[src/rtl/uart_tx.sv]
// Serialising UART transmitter: start bit, DBIT data bits LSB first, optional
// parity bit, then a stop period of SB_TICK oversampling ticks. Bit timing is
// taken entirely from the external 16x s_tick strobe.
//
// Handshake: tx_start is a request that is only looked at while the block is
// idle (busy = 0); the byte on din is captured on that same edge and din is
// free to change afterwards. A request while busy is dropped, not queued.
// tx_done_tick pulses for exactly one clk on the final stop tick; the block is
// idle (and able to accept tx_start) from the following clk onward.
module uart_tx #(
  parameter int DBIT    = 8,
  parameter int SB_TICK = 16,
  parameter int PARITY  = 0
) (
  input  logic       clk,
  input  logic       reset,
  input  logic       tx_start,
  input  logic       s_tick,
  input  logic [7:0] din,
  output logic       tx_done_tick,
  output logic       busy,
  output logic       tx
);

  typedef enum logic [2:0] {
    ST_IDLE,
    ST_START,
    ST_DATA,
    ST_PAR,
    ST_STOP
  } state_t;

  localparam logic [7:0] DATA_MASK = 8'hFF >> (8 - DBIT);
  localparam logic [5:0] SB_LAST   = 6'(SB_TICK - 1);
  localparam logic [2:0] N_LAST    = 3'(DBIT - 1);
  localparam logic       PAR_ODD   = 1'(PARITY == 2);
  localparam logic       HAS_PAR   = 1'(PARITY != 0);

  state_t     state_reg, state_next;
  logic [5:0] s_reg, s_next;
  logic [2:0] n_reg, n_next;
  logic [7:0] b_reg, b_next;
  logic       par_reg, par_next;
  logic       tx_reg, tx_next;

  // State and datapath registers; reset returns the line to idle-high at once.
  always_ff @(posedge clk or posedge reset) begin
    if (reset) begin
      state_reg <= ST_IDLE;
      s_reg     <= '0;
      n_reg     <= '0;
      b_reg     <= '0;
      par_reg   <= 1'b0;
      tx_reg    <= 1'b1;
    end else begin
      state_reg <= state_next;
      s_reg     <= s_next;
      n_reg     <= n_next;
      b_reg     <= b_next;
      par_reg   <= par_next;
      tx_reg    <= tx_next;
    end
  end

  // Next-state logic: every bit slot lasts 16 s_ticks, the stop slot SB_TICK.
  always_comb begin
    state_next   = state_reg;
    s_next       = s_reg;
    n_next       = n_reg;
    b_next       = b_reg;
    par_next     = par_reg;
    tx_done_tick = 1'b0;
    case (state_reg)
      ST_IDLE: begin
        if (tx_start) begin
          b_next     = din;
          s_next     = '0;
          par_next   = (^(din & DATA_MASK)) ^ PAR_ODD;
          state_next = ST_START;
        end
      end
      ST_START: begin
        if (s_tick) begin
          if (s_reg == 6'd15) begin
            s_next     = '0;
            n_next     = '0;
            state_next = ST_DATA;
          end else begin
            s_next = s_reg + 6'd1;
          end
        end
      end
      ST_DATA: begin
        if (s_tick) begin
          if (s_reg == 6'd15) begin
            s_next = '0;
            b_next = b_reg >> 1;
            if (n_reg == N_LAST) begin
              state_next = HAS_PAR ? ST_PAR : ST_STOP;
            end else begin
              n_next = n_reg + 3'd1;
            end
          end else begin
            s_next = s_reg + 6'd1;
          end
        end
      end
      ST_PAR: begin
        if (s_tick) begin
          if (s_reg == 6'd15) begin
            s_next     = '0;
            state_next = ST_STOP;
          end else begin
            s_next = s_reg + 6'd1;
          end
        end
      end
      ST_STOP: begin
        if (s_tick) begin
          if (s_reg == SB_LAST) begin
            s_next       = '0;
            tx_done_tick = 1'b1;
            state_next   = ST_IDLE;
          end else begin
            s_next = s_reg + 6'd1;
          end
        end
      end
      default: state_next = ST_IDLE;
    endcase
  end

  // Line level is chosen from the state being entered so tx moves on the
  // same edge as the state register (start bit one clk after acceptance).
  always_comb begin
    tx_next = 1'b1;
    case (state_next)
      ST_START: tx_next = 1'b0;
      ST_DATA:  tx_next = b_next[0];
      ST_PAR:   tx_next = par_next;
      default:  tx_next = 1'b1;
    endcase
  end

  assign busy = (state_reg != ST_IDLE);
  assign tx   = tx_reg;

endmodule

[config.mk]
export PLATFORM = sky130hd
export DESIGN_NAME = uart_tx
export DESIGN_NICKNAME = d
export VERILOG_FILES = /design/src/rtl/uart_tx.sv
export SDC_FILE = /design/constraint.sdc
export NUM_CORES = 1
export LEC_CHECK = 0
export BUFFER_PORTS_ARGS = -buffer_cell sky130_fd_sc_hd__buf_2
export CAP_MARGIN = 20
export CORE_MARGIN = 5
export CORE_UTILIZATION = 51
export CTS_BUF_LIST = sky130_fd_sc_hd__clkbuf_16
export CTS_CLUSTER_DIAMETER = 40
export DETAILED_ROUTE_END_ITERATION = 8
export GPL_TIMING_DRIVEN = 0
export PLACE_DENSITY = 0.74
export SLEW_MARGIN = 15
export SYNTH_ARGS = -nofsm -noshare
export SYNTH_HDL_FRONTEND = slang
export SYNTH_SLANG_ARGS = --single-unit
[constraint.sdc]
create_clock -name clk -period 2.1 [get_ports clk]
set_clock_uncertainty 0.1 [all_clocks]
set_input_delay 0.42 -clock clk [delete_from_list [all_inputs] [get_ports clk]]
set_output_delay 0.42 -clock clk [all_outputs]
set_load 0.005 [all_outputs]
### Word level (Yosys, flattened, before mapping)

Cells that the tools add are included.

* flip-flop bits (word level): 22
* word-level logic and storage cells: 66
* output and inout port bits: 3
* input port bits: 12

* reduce and logical (&&, ||, !) cells: 10
* muxes and demuxes: 31
* add/sub/neg operators: 2
* equality and inequality tests: 16

Operators with widths (count)
* $mux W3: 15
* $mux W8: 3
* $mux W6: 3
* $pmux W8 S2: 1
* $pmux W3 S5: 1
* $eq A3 B2 Y1 const B: 4
* $ne A2 B2 Y1 const B: 6
* $pmux W6 S2: 1
* $reduce_xor A8 Y1: 1
* $add A6 B1 Y6 const B: 1
* $eq A3 B1 Y1 const B: 2
* $eq A3 B3 Y1 const B: 2
* $eq A6 B4 Y1 const B: 1
* $pmux W3 S2: 1
* $reduce_and A6 Y1: 1
* $reduce_bool A2 Y1: 3
* $mux W1: 5
* $reduce_and A4 Y1: 1
* $reduce_or A4 Y1: 1
* $add A3 B1 Y3 const B: 1
* $logic_not A3 Y1: 1
* $pmux W1 S3: 1
* $reduce_and A3 Y1: 1
* $reduce_bool A3 Y1: 1
* $ne A2 B1 Y1 const B: 1

### Longest topological paths before layout

Gate-level depths: netlist of the first run.

* depth after elaboration: 7
* mapped depth: 7
* gate-level depth less buffers: 7

### Worst setup path before layout of the first run

No wires, ideal clock.

* path type: reg-to-reg
* start point: register s_reg[4]
* end point: register tx_reg, in the netlist tx
* library setup time: 84 ps
* cell stages (with the launch flop): 6
* clock period less this slack: 2023 ps
* data arrival time: 1840 ps
* buffers on the path: 0
* path slack: 77 ps
* required time: 1916 ps
* cell sequence: dfrtp_1 > or3b_4 > nor4_4 > nor3b_1 > a221o_1 > o32a_1

* elaborated cells on any way between the ends: 17

RTL lines
* start: declaration: line 40 `logic [5:0] s_reg, s_next;`
* start signal: assignment: line 57 `s_reg <= s_next;`
* $eq A6 B4 Y1: line 95 `if (s_reg == 6'd15) begin`
* $mux W8: line 95
* $mux W8: line 94 `if (s_tick) begin`
* $pmux W8 S2: line 73 `case (state_reg)`
* net b_next[0]: line 42 `logic [7:0] b_reg, b_next;`
* $pmux W1 S3: line 137 `case (state_next)`
* net tx_next: line 44 `logic tx_reg, tx_next;`
* end signal: assignment: line 61 `tx_reg <= tx_next;`
* end: declaration: line 44

The timed path passes the listed nets, and every way through them passes these cells. The select of a mux whose other input is x is not followed.
A chain may end at the register's enable or synchronous reset.

### Worst setup path in the final report of the first run

* start point: register s_reg[4]
* end point: output tx_done_tick

* cells in the longest elaborated chain, start to end: 4

RTL lines
* $eq A6 B4 Y1: line 120 `if (s_reg == SB_LAST) begin`
* $mux W1: line 120
* $mux W1: line 119 `if (s_tick) begin`
* $mux W1: line 73
* end: declaration: line 20 `output logic tx_done_tick,`

Every way passes these cells.

==> results of run 1 <==
area by class of cell:
| type | count | share of cell area (%) |
|---|---|---|
| repair buffers | 15 | 5.37 |
| well taps | 28 | 2.42 |
| clock inverters | 1 | 0.260 |
| flip-flops and latches | 22 | 38.2 |
| multi-input cells | 96 | 45.7 |
| inverters | 7 | 1.82 |
| clock buffers | 3 | 5.19 |
| plain buffers | 4 | 1.04 |
metal layers:
metal  wire length (µm)  global-route usage, %  up-vias
met5                  0                      0        -
met4                 45                   4.85        0
met3                 91                   4.58        6
met2               1180                   24.9       20
met1               1120                   20.4      479
li1                   -                      -      491
repair_timing:
| item | in CTS | in global routing |
|---|---|---|
| gates resized for setup | 0 | 6 |
| pin swaps | 1 | 1 |
| endpoints found under the setup margin | 1 | 4 |
| setup buffers | 1 | 0 |
path summary, 6_finish.rpt:
| check | depth (start not counted) | from | end | slack [ps] |
|---|---|---|---|---|
| worst min-delay path | 2 | reset | s_reg[2] | 230 |
| max in group asynchronous | 2 | reset | s_reg[5] | 1150 |
| worst min register to register | 2 | b_reg[4] | b_reg[4] | 370 |
| worst max-delay path | 4 | s_reg[4] | tx_done_tick | 90 |
| min in group clk | 2 | din[7] | b_reg[7] | 340 |
| worst max register to register | 5 | state_reg[0] | s_reg[0] | 110 |
worst max-delay path: cells and delay by family, from the launching register on:
kind	cells	cell delay (ps)
AND/OR/NAND/NOR	3	720
flip-flops	1	410
buffers and inverters	1	110
cells in the final DEF, fill, tap and decap left out, types with 2 or more instances in the layout:
master / count
nor2_1: 11
clkbuf_1: 4
xor2_1: 3
dfrtp_1: 21
inv_1: 7
ha_1: 3
a21oi_1: 2
and2_1: 2
a22oi_1: 6
nand2b_1: 2
and3_1: 3
nor2b_1: 2
buf_2: 14
nor3_1: 2
xnor2_1: 8
o21ai_0: 6
clkbuf_16: 3
nand2_1: 16
nand3_1: 3
through the flow:
step | total power (µW) | setup slack [ps] | cell area [µm²] | hold slack, ps
after floorplan | 1130 | 77.0 | 1230 | 308
after global placement | 1240 | -190 | 1340 | 352
after detailed placement | 1270 | -225 | 1340 | 359
after CTS | 1680 | 34.9 | 1420 | 254
after global routing | 1840 | 15.4 | 1450 | 301
final | 1690 | 92.0 | 1450 | 230
report_power, final:
part / switching [µW] / leakage, µW / internal (µW)
Clock: 138 / 0.0000385 / 253
Combinational: 303 / 0.000372 / 269
Sequential: 135 / 0.000267 / 595
kinds of logic after synthesis:
group | after synthesis
AOI/OAI and AO/OA | 26
xor gates and xnor gates | 11
adders and majority gates | 3
buffers and inverters | 12
DFF | 22
muxes | 2
and+or+nand+nor | 54
==> results_dict.tcl, run 1 <==
set metrics [dict create \
    grt_overflow 0 \
    ios 15 \
    numCtsBuffers 3 \
    clockBufferDepth 2 \
    grt_max_degree 23 \
    core_um2 2250 \
    status "complete, no violations" \
    syn_area_um2 1230 \
    cellPowerDensity_nw_per_um2 1170 \
    drc_errors 0 \
    multi_input_area_um2 661 \
    cts_tree "yes" \
    die_width_um 59.1 \
    port_buffers 14 \
    start_kind "flop" \
    tns_ps 0 \
    yosys-top-cells-count "dfrtp_1 (21), nand2_1 (16), nor2_1 (12), xnor2_1 (8), inv_1 (7)" \
    clk_pin_slew_ps 60 \
    finalHoldViolCount 0 \
    nets 164 \
    htreeDepth 1 \
    synth_most_common_cell "dfrtp_1" \
    grt_pass1_wl_mm 4.22 \
    synthTopCellsByArea "dfrtp_1 (43%), xnor2_1 (5.7%), nand2_1 (4.9%), a22oi_1 (3.7%), nor2_1 (3.7%)" \
    synthSimpleGateAreaFrac_pct 23.9 \
    cap_violations 0 \
    ys_ff_latch 22 \
    criticalPathCategory "flop to output port" \
    yosys.area.top_type "dfrtp_1" \
    dp.cells 172 \
    async_reset_ff_share_pct 100 \
    die_area_um2 3500 \
    endpoint_kind "output port" \
    antennaDiodeCount 0 \
    place_congestion 0.779 \
    critical_path_arrival_ps 1490 \
    worst-path-max-fanout 4 \
    clock.fmax_mhz 498 \
    cts_root_buffer "clkbuf_16" \
    synth_edf_count 0 \
    dr.pass1.iters 4 \
    drt_iter0_drc 20 \
    ctsHoldBuffers 0 \
    clock_latency_ps 250 \
    seq_area_frac_synth_pct 44.8 \
    fin_crit_sh_pct 95.6 \
    rsz0062_at_grt "no" \
    slew_headroom_pct 43.9 \
    peakVddDrop_uv 831 \
    synth_ff_type "dfrtp_1" \
    final_cells 176 \
    syn-num-nets 145 \
    syn_inst 130 \
    synth_compound_area_share_pct 15.0 \
    hp-class "input pin to asynchronous set/reset pin" \
    n_fill_cell 209 \
    syn_area_per_cell_um2 9.47 \
    cpMaxStageDelayCell "or3b_4" \
    seqCellArea_um2 552 \
    path_cells "or3b_4 -> nor2_2 -> and3_1 -> buf_2" \
    final_util_pct 64.1 \
    final_layout_size_suffix_gt1_share_pct 20.9 \
    synth_cell_types 41 \
    yosys.area_share.xor_xnor_pct 7.83 \
    drv_slew 0 \
    finalCriticalPeriod_ps 2010 \
    synth_top_family_by_area "simple AND/OR/NAND/NOR gates" \
    track_usage_pct 15.6 \
    largest_reg_flops 8 \
    wl_per_cell_um 13.8 \
    max_stage_delay_ps 450 \
    synth_warnings 0 \
    grt_pass1_vias 950 \
    vias 996 \
    post-dp-hpwl_mm 1.78 \
    critPathRequiredTime_ps 1580 \
    die_height_um 59.1 \
    detail-route-antenna-nets 0 \
    avgViaCountPerCell 5.66 \
    synth_top_area_share_pct 42.7 \
    synthAdderAreaFrac_pct 3.05 \
    setup_viol 0 \
    worst_pin_slew_ps 840 \
    muxShareOfSynthArea_pct 1.73 \
    wirelength_mm 2.43 \
    num_rows 17 \
    antenna_found_initial 0 \
    numClockSinks 22 \
    p_leak_uw 0.000677 \
    initial_core_util_pct 54.6 \
    syn_to_final_growth_pct 17.4 \
]
Power figures use the tool's default switching activity.
==> inputs of run 2 (changes only) <==
--- a/config.mk
+++ b/config.mk
@@ -5,10 +5,11 @@
 export SDC_FILE = /design/constraint.sdc
 export NUM_CORES = 1
 export LEC_CHECK = 0
+export ABC_AREA = 1
 export BUFFER_PORTS_ARGS = -buffer_cell sky130_fd_sc_hd__buf_2
 export CAP_MARGIN = 20
 export CORE_MARGIN = 5
-export CORE_UTILIZATION = 51
+export CORE_UTILIZATION = 52
 export CTS_BUF_LIST = sky130_fd_sc_hd__clkbuf_16
 export CTS_CLUSTER_DIAMETER = 40
 export DETAILED_ROUTE_END_ITERATION = 8
==> run 2 against run 1 <==
  * Die area increased by 15%
  * Combinational power is 24% higher
  * Largest power group is now combinational logic
  * Critical endpoint unchanged
  * Non-clock buffer count is 3 lower
  * Register-to-register slack improved by 320 ps
  * Highest routed layer unchanged
==> results_dict.tcl, run 2 <==
set metrics [dict create \
    nets 238 \
    die_area_um2 4000 \
    placed_cell_area_um2 1590 \
    critical_path_arrival_ps 1460 \
    cts_tree "yes" \
    wl_per_cell_um 10.6 \
    syn_area_um2 1480 \
    cellPowerDensity_nw_per_um2 1060 \
    avgViaCountPerCell 5.04 \
    grt_overflow 0 \
    ys_ff_latch 22 \
    synth_warnings 0 \
    fin_crit_sh_pct 94.2 \
    clock_latency_ps 250 \
    ios 15 \
    ctsHoldBuffers 0 \
    synth_ff_type "dfrtp_1" \
    clock.fmax_mhz 505 \
    ff2ff_path_depth 10 \
    grt_pass1_wl_mm 4.55 \
    drt_iter0_drc 33 \
    antennaDiodeCount 0 \
    finalCriticalPeriod_ps 1980 \
    synth_edf_count 0 \
    slew_headroom_pct 44.3 \
    syn-num-nets 219 \
    async_reset_ff_share_pct 100 \
    synth_top_area_share_pct 35.6 \
    synthAdderAreaFrac_pct 2.54 \
    htreeDepth 1 \
    detail-route-antenna-nets 0 \
    syn_to_final_growth_pct 12.7 \
    criticalPathCategory "flop to output port" \
    clk_pin_slew_ps 60 \
    layout_common_cells "nand2_1 (72), inv_1 (30), dfrtp_1 (21)" \
    switching_share_pct 37.2 \
    die_height_um 63.3 \
    post-dp-hpwl_mm 2.05 \
    core_um2 2730 \
    p_comb_share_pct 40.2 \
    pwr-share-clk_pct 22.5 \
    wirelength_mm 2.67 \
    place_congestion 0.799 \
    hp-class "input pin to asynchronous set/reset pin" \
    worst_pin_slew_ps 835 \
    synthTopCellsByArea "dfrtp_1 (36%), nand2_1 (18%), inv_1 (7.6%), nand3_1 (4.4%), nor2_1 (3.6%)" \
    synth_most_common_cell "nand2_1" \
    tns_ps 0 \
    yosys.area_share.xor_xnor_pct 1.19 \
    seqPwrFrac_pct 37.3 \
    synth_compound_area_share_pct 12.8 \
    status "complete, no violations" \
    muxShareOfSynthArea_pct 0 \
    dr.pass1.iters 4 \
    port_buffers 14 \
    syn_inst 204 \
    cts_root_buffer "clkbuf_16" \
    r2r_slack_ps 430 \
    critPathRequiredTime_ps 1580 \
    rsz0062_at_grt "no" \
    final_layout_size_suffix_gt1_share_pct 18.0 \
    drv_slew 0 \
    p_sw_uw 656 \
    synth_cell_types 33 \
    antenna_found_initial 0 \
    p_leak_uw 0.000944 \
    r2r_end "tx" \
    vias 1275 \
    setup_viol 0 \
    finalHoldViolCount 0 \
    syn_area_per_cell_um2 7.24 \
    numCtsBuffers 3 \
    initial_core_util_pct 54.0 \
    n_fill_cell 258 \
    post-cts-setup-buffer-count 0 \
    largest_reg_flops 8 \
    synthSimpleGateAreaFrac_pct 36.4 \
    synth_top_family_by_area "simple AND/OR/NAND/NOR gates" \
    peakVddDrop_uv 881 \
    seq_area_frac_synth_pct 37.4 \
    numClockSinks 22 \
    grt_pass1_vias 1127 \
    regToRegStartpoint "s_reg[0]" \
    yosys-top-cells-count "nand2_1 (72), inv_1 (30), dfrtp_1 (21), nor2_1 (14), nand3_1 (13)" \
    clockBufferDepth 2 \
    die_width_um 63.3 \
    drc_errors 0 \
    start_kind "flop" \
    p_int_uw 1110 \
    yosys.area.top_type "dfrtp_1" \
    num_rows 19 \
    final_area_um2 1660 \
    cts_resized 0 \
    cap_violations 0 \
    final_common_cell "nand2_1" \
    track_usage_pct 13.9 \
    worst-path-max-fanout 9 \
    grt_max_degree 23 \
    endpoint_kind "output port" \
]
## run 2: worst max-delay path by stage
stage                   from           end  slack, ps  cells past startpoint
floorplan           s_reg[0]  tx_done_tick        590                      5
global placement    s_reg[0]  tx_done_tick        400                      6
detailed placement  s_reg[0]  tx_done_tick        390                      6
CTS                 s_reg[0]  tx_done_tick        110                      6
global route        s_reg[0]  tx_done_tick         20                      6
finish              s_reg[0]  tx_done_tick        120                      6
## run 2: final cells by class
type	instances	area, µm²	share of cell area, %
clock buffer	3	75.1	4.51
multi-input combinational	147	782	47.0
inverter	33	124	7.44
sequential	22	552	33.2
tap	31	38.8	2.33
timing repair buffer	14	70.1	4.21
clock inverter	1	3.75	0.226
buffer	2	18.8	1.13
## run 2: routing by layer
| metal | global-route usage (%) | wire, µm |
|---|---|---|
| met1 | 17.9 | 1280 |
| met2 | 22.8 | 1230 |
| met3 | 1.78 | 122 |
| met4 | 6.75 | 44 |
| met5 | 0 | 0 |
## run 2: kinds of logic after synthesis
logic type	after synthesis
XOR/XNOR	2
flip-flops	22
buffers and inverters	35
AND/OR/NAND/NOR	116
adder cells (fa/ha/maj)	3
AO/OA/AOI/OAI	26
## run 2: critical path, cell delays in order, from the launching register on
cell and delay, ps:
dfrtp_1 390, ha_1 200, nand2_2 80, nor2_4 140
nand3_4 150, nor2_1 130, buf_2 120
## run 2: through the flow
step	worst slack [ps]	util, %	power, µW	std cells	hold WS (ps)
floorplan	590	-	1230	204	308
global placement	399	58.0	1360	249	368
detailed placement	390	58.0	1370	249	373
CTS	113	60.9	1780	253	267
global route	25.0	60.9	1920	253	321
finish	121	60.9	1760	253	226
## run 2: power groups by stage
stage | registers, µW | logic (µW) | clock network (µW)
after floorplan | 643 | 586 | 0
after global placement | 657 | 701 | 0
after detailed placement | 660 | 712 | 0
after CTS | 655 | 719 | 407
after global routing | 672 | 821 | 428
final | 658 | 709 | 397
==> inputs of run 3 (changes only) <==
--- a/config.mk
+++ b/config.mk
@@ -8,6 +8,7 @@
 export ABC_AREA = 1
 export BUFFER_PORTS_ARGS = -buffer_cell sky130_fd_sc_hd__buf_2
 export CAP_MARGIN = 20
+export CORE_ASPECT_RATIO = 0.5
 export CORE_MARGIN = 5
 export CORE_UTILIZATION = 52
 export CTS_BUF_LIST = sky130_fd_sc_hd__clkbuf_16
==> run 3 against run 2 <==
  * Cell area grew 1.4%
  * Clock-buffer cell count is the same
  * Wire length grew 6.3%
  * Combinational power grew 0.6%
  * Largest cell class unchanged
  * Register-to-register slack lost 40 ps
  * Die area grew 1.6%
==> results_dict.tcl, run 3 (synthesized netlist as in run 2, its figures left out) <==
set metrics [dict create \
    status "complete, no violations" \
    antennaDiodeCount 0 \
    post-dp-hpwl_mm 2.17 \
    dr.pass1.iters 4 \
    grt_pass1_vias 1108 \
    clk_pin_slew_ps 60 \
    avgViaCountPerCell 4.98 \
    htreeDepth 1 \
    criticalPathCategory "flop to output port" \
    num_rows 13 \
    cap_violations 0 \
    ctsHoldBuffers 0 \
    multi_input_area_um2 782 \
    clockBufferDepth 2 \
    cts_resized 0 \
    peakVddDrop_uv 548 \
    fin_ws_ps 207 \
    clock_latency_ps 260 \
    worst_pin_slew_ps 819 \
    drt_iter0_drc 54 \
    wirelength_mm 2.84 \
    grt_pass1_wl_mm 4.82 \
    final_area_um2 1690 \
    hold_ws_ps 214 \
    cts_tree "yes" \
    syn_to_final_growth_pct 14.2 \
    die_area_um2 4070 \
    wl_per_cell_um 10.9 \
    initial_core_util_pct 55.7 \
    cts_root_buffer "clkbuf_16" \
    largest_reg_flops 8 \
    final_common_cell "nand2_1" \
    final_layout_size_suffix_gt1_share_pct 18.8 \
    finalHoldViolCount 0 \
    slew_headroom_pct 45.4 \
    final_util_pct 63.6 \
    ios 15 \
    grt_overflow 0 \
    post-cts-setup-buffer-count 0 \
    endpoint_kind "output port" \
    port_buffers 14 \
    finalCriticalPeriod_ps 1890 \
    grt_max_degree 23 \
    track_usage_pct 15.9 \
    rsz0062_at_grt "no" \
    worst-path-max-fanout 4 \
    fin_crit_sh_pct 90.1 \
    drv_slew 0 \
    cellPowerDensity_nw_per_um2 1060 \
    seqCellArea_um2 552 \
    numClockSinks 22 \
    tns_ps 0 \
    critPathRequiredTime_ps 1580 \
    hp-class "input pin to asynchronous set/reset pin" \
    pre_cts_ws_ps 390 \
    critical_path_arrival_ps 1370 \
    nets 240 \
    clock.fmax_mhz 528 \
    core_um2 2650 \
    die_height_um 47.7 \
    placed_cell_area_um2 1590 \
    detail-route-antenna-nets 0 \
    layout_common_cells "nand2_1 (72), inv_1 (30), dfrtp_1 (21)" \
    die_width_um 85.4 \
    drc_errors 0 \
    n_fill_cell 250 \
    start_kind "flop" \
    place_congestion 0.812 \
    numCtsBuffers 3 \
    antenna_found_initial 0 \
    setup_viol 0 \
    p_leak_uw 0.000953 \
    vias 1299 \
]
[run 3: routing by layer]
metal / GRT usage, % / vias to the layer above / routed length, µm
met5: 0 / - / 0
met4: 8.52 / 0 / 53
met3: 3.78 / 7 / 104
met2: 27.3 / 23 / 1280
met1: 19.3 / 584 / 1400
li1: - / 685 / -
[run 3: cell type report]
class,count,share of cell area [%]
tap,37,2.74
timing repair buffer,16,5.04
sequential,22,32.7
multi-input combinational,147,46.4
clock inverter,1,0.223
buffer,2,1.11
inverter,33,7.34
clock buffer,3,4.45
[run 3: final timing paths]
check / startpoint / endpoint / cells after the start / slack (ps)
min in group clk: din[7] / b_reg[7] / 3 / 370
hold / removal: reset / s_reg[1] / 2 / 210
setup / recovery: s_reg[0] / tx_done_tick / 6 / 210
max in group asynchronous: reset / b_reg[1] / 2 / 1180
setup reg to reg: s_reg[0] / tx / 11 / 390
hold reg to reg: s_reg[3] / s_reg[3] / 2 / 380
[run 3: where the power goes]
| group | total (µW) | leakage [µW] | internal, µW | switching (µW) |
|---|---|---|---|---|
| sequential | 656 | 0.000277 | 571 | 85.4 |
| combinational | 713 | 0.000637 | 285 | 428 |
| clock | 411 | 0.0000385 | 254 | 156 |
[run 3: critical path: stages (launching register included)]
cell     delay [ps]
dfrtp_1         400
ha_1            190
nand2_2          80
nor2_4          140
nand3_4         100
nor2_1           90
buf_2           110
[run 3: through the flow]
stage / instances / total power (µW)
detailed placement: 255 / 1380
finish: 261 / 1780
CTS: 259 / 1800
global placement: 255 / 1360
global route: 261 / 1930
floorplan: 204 / 1230
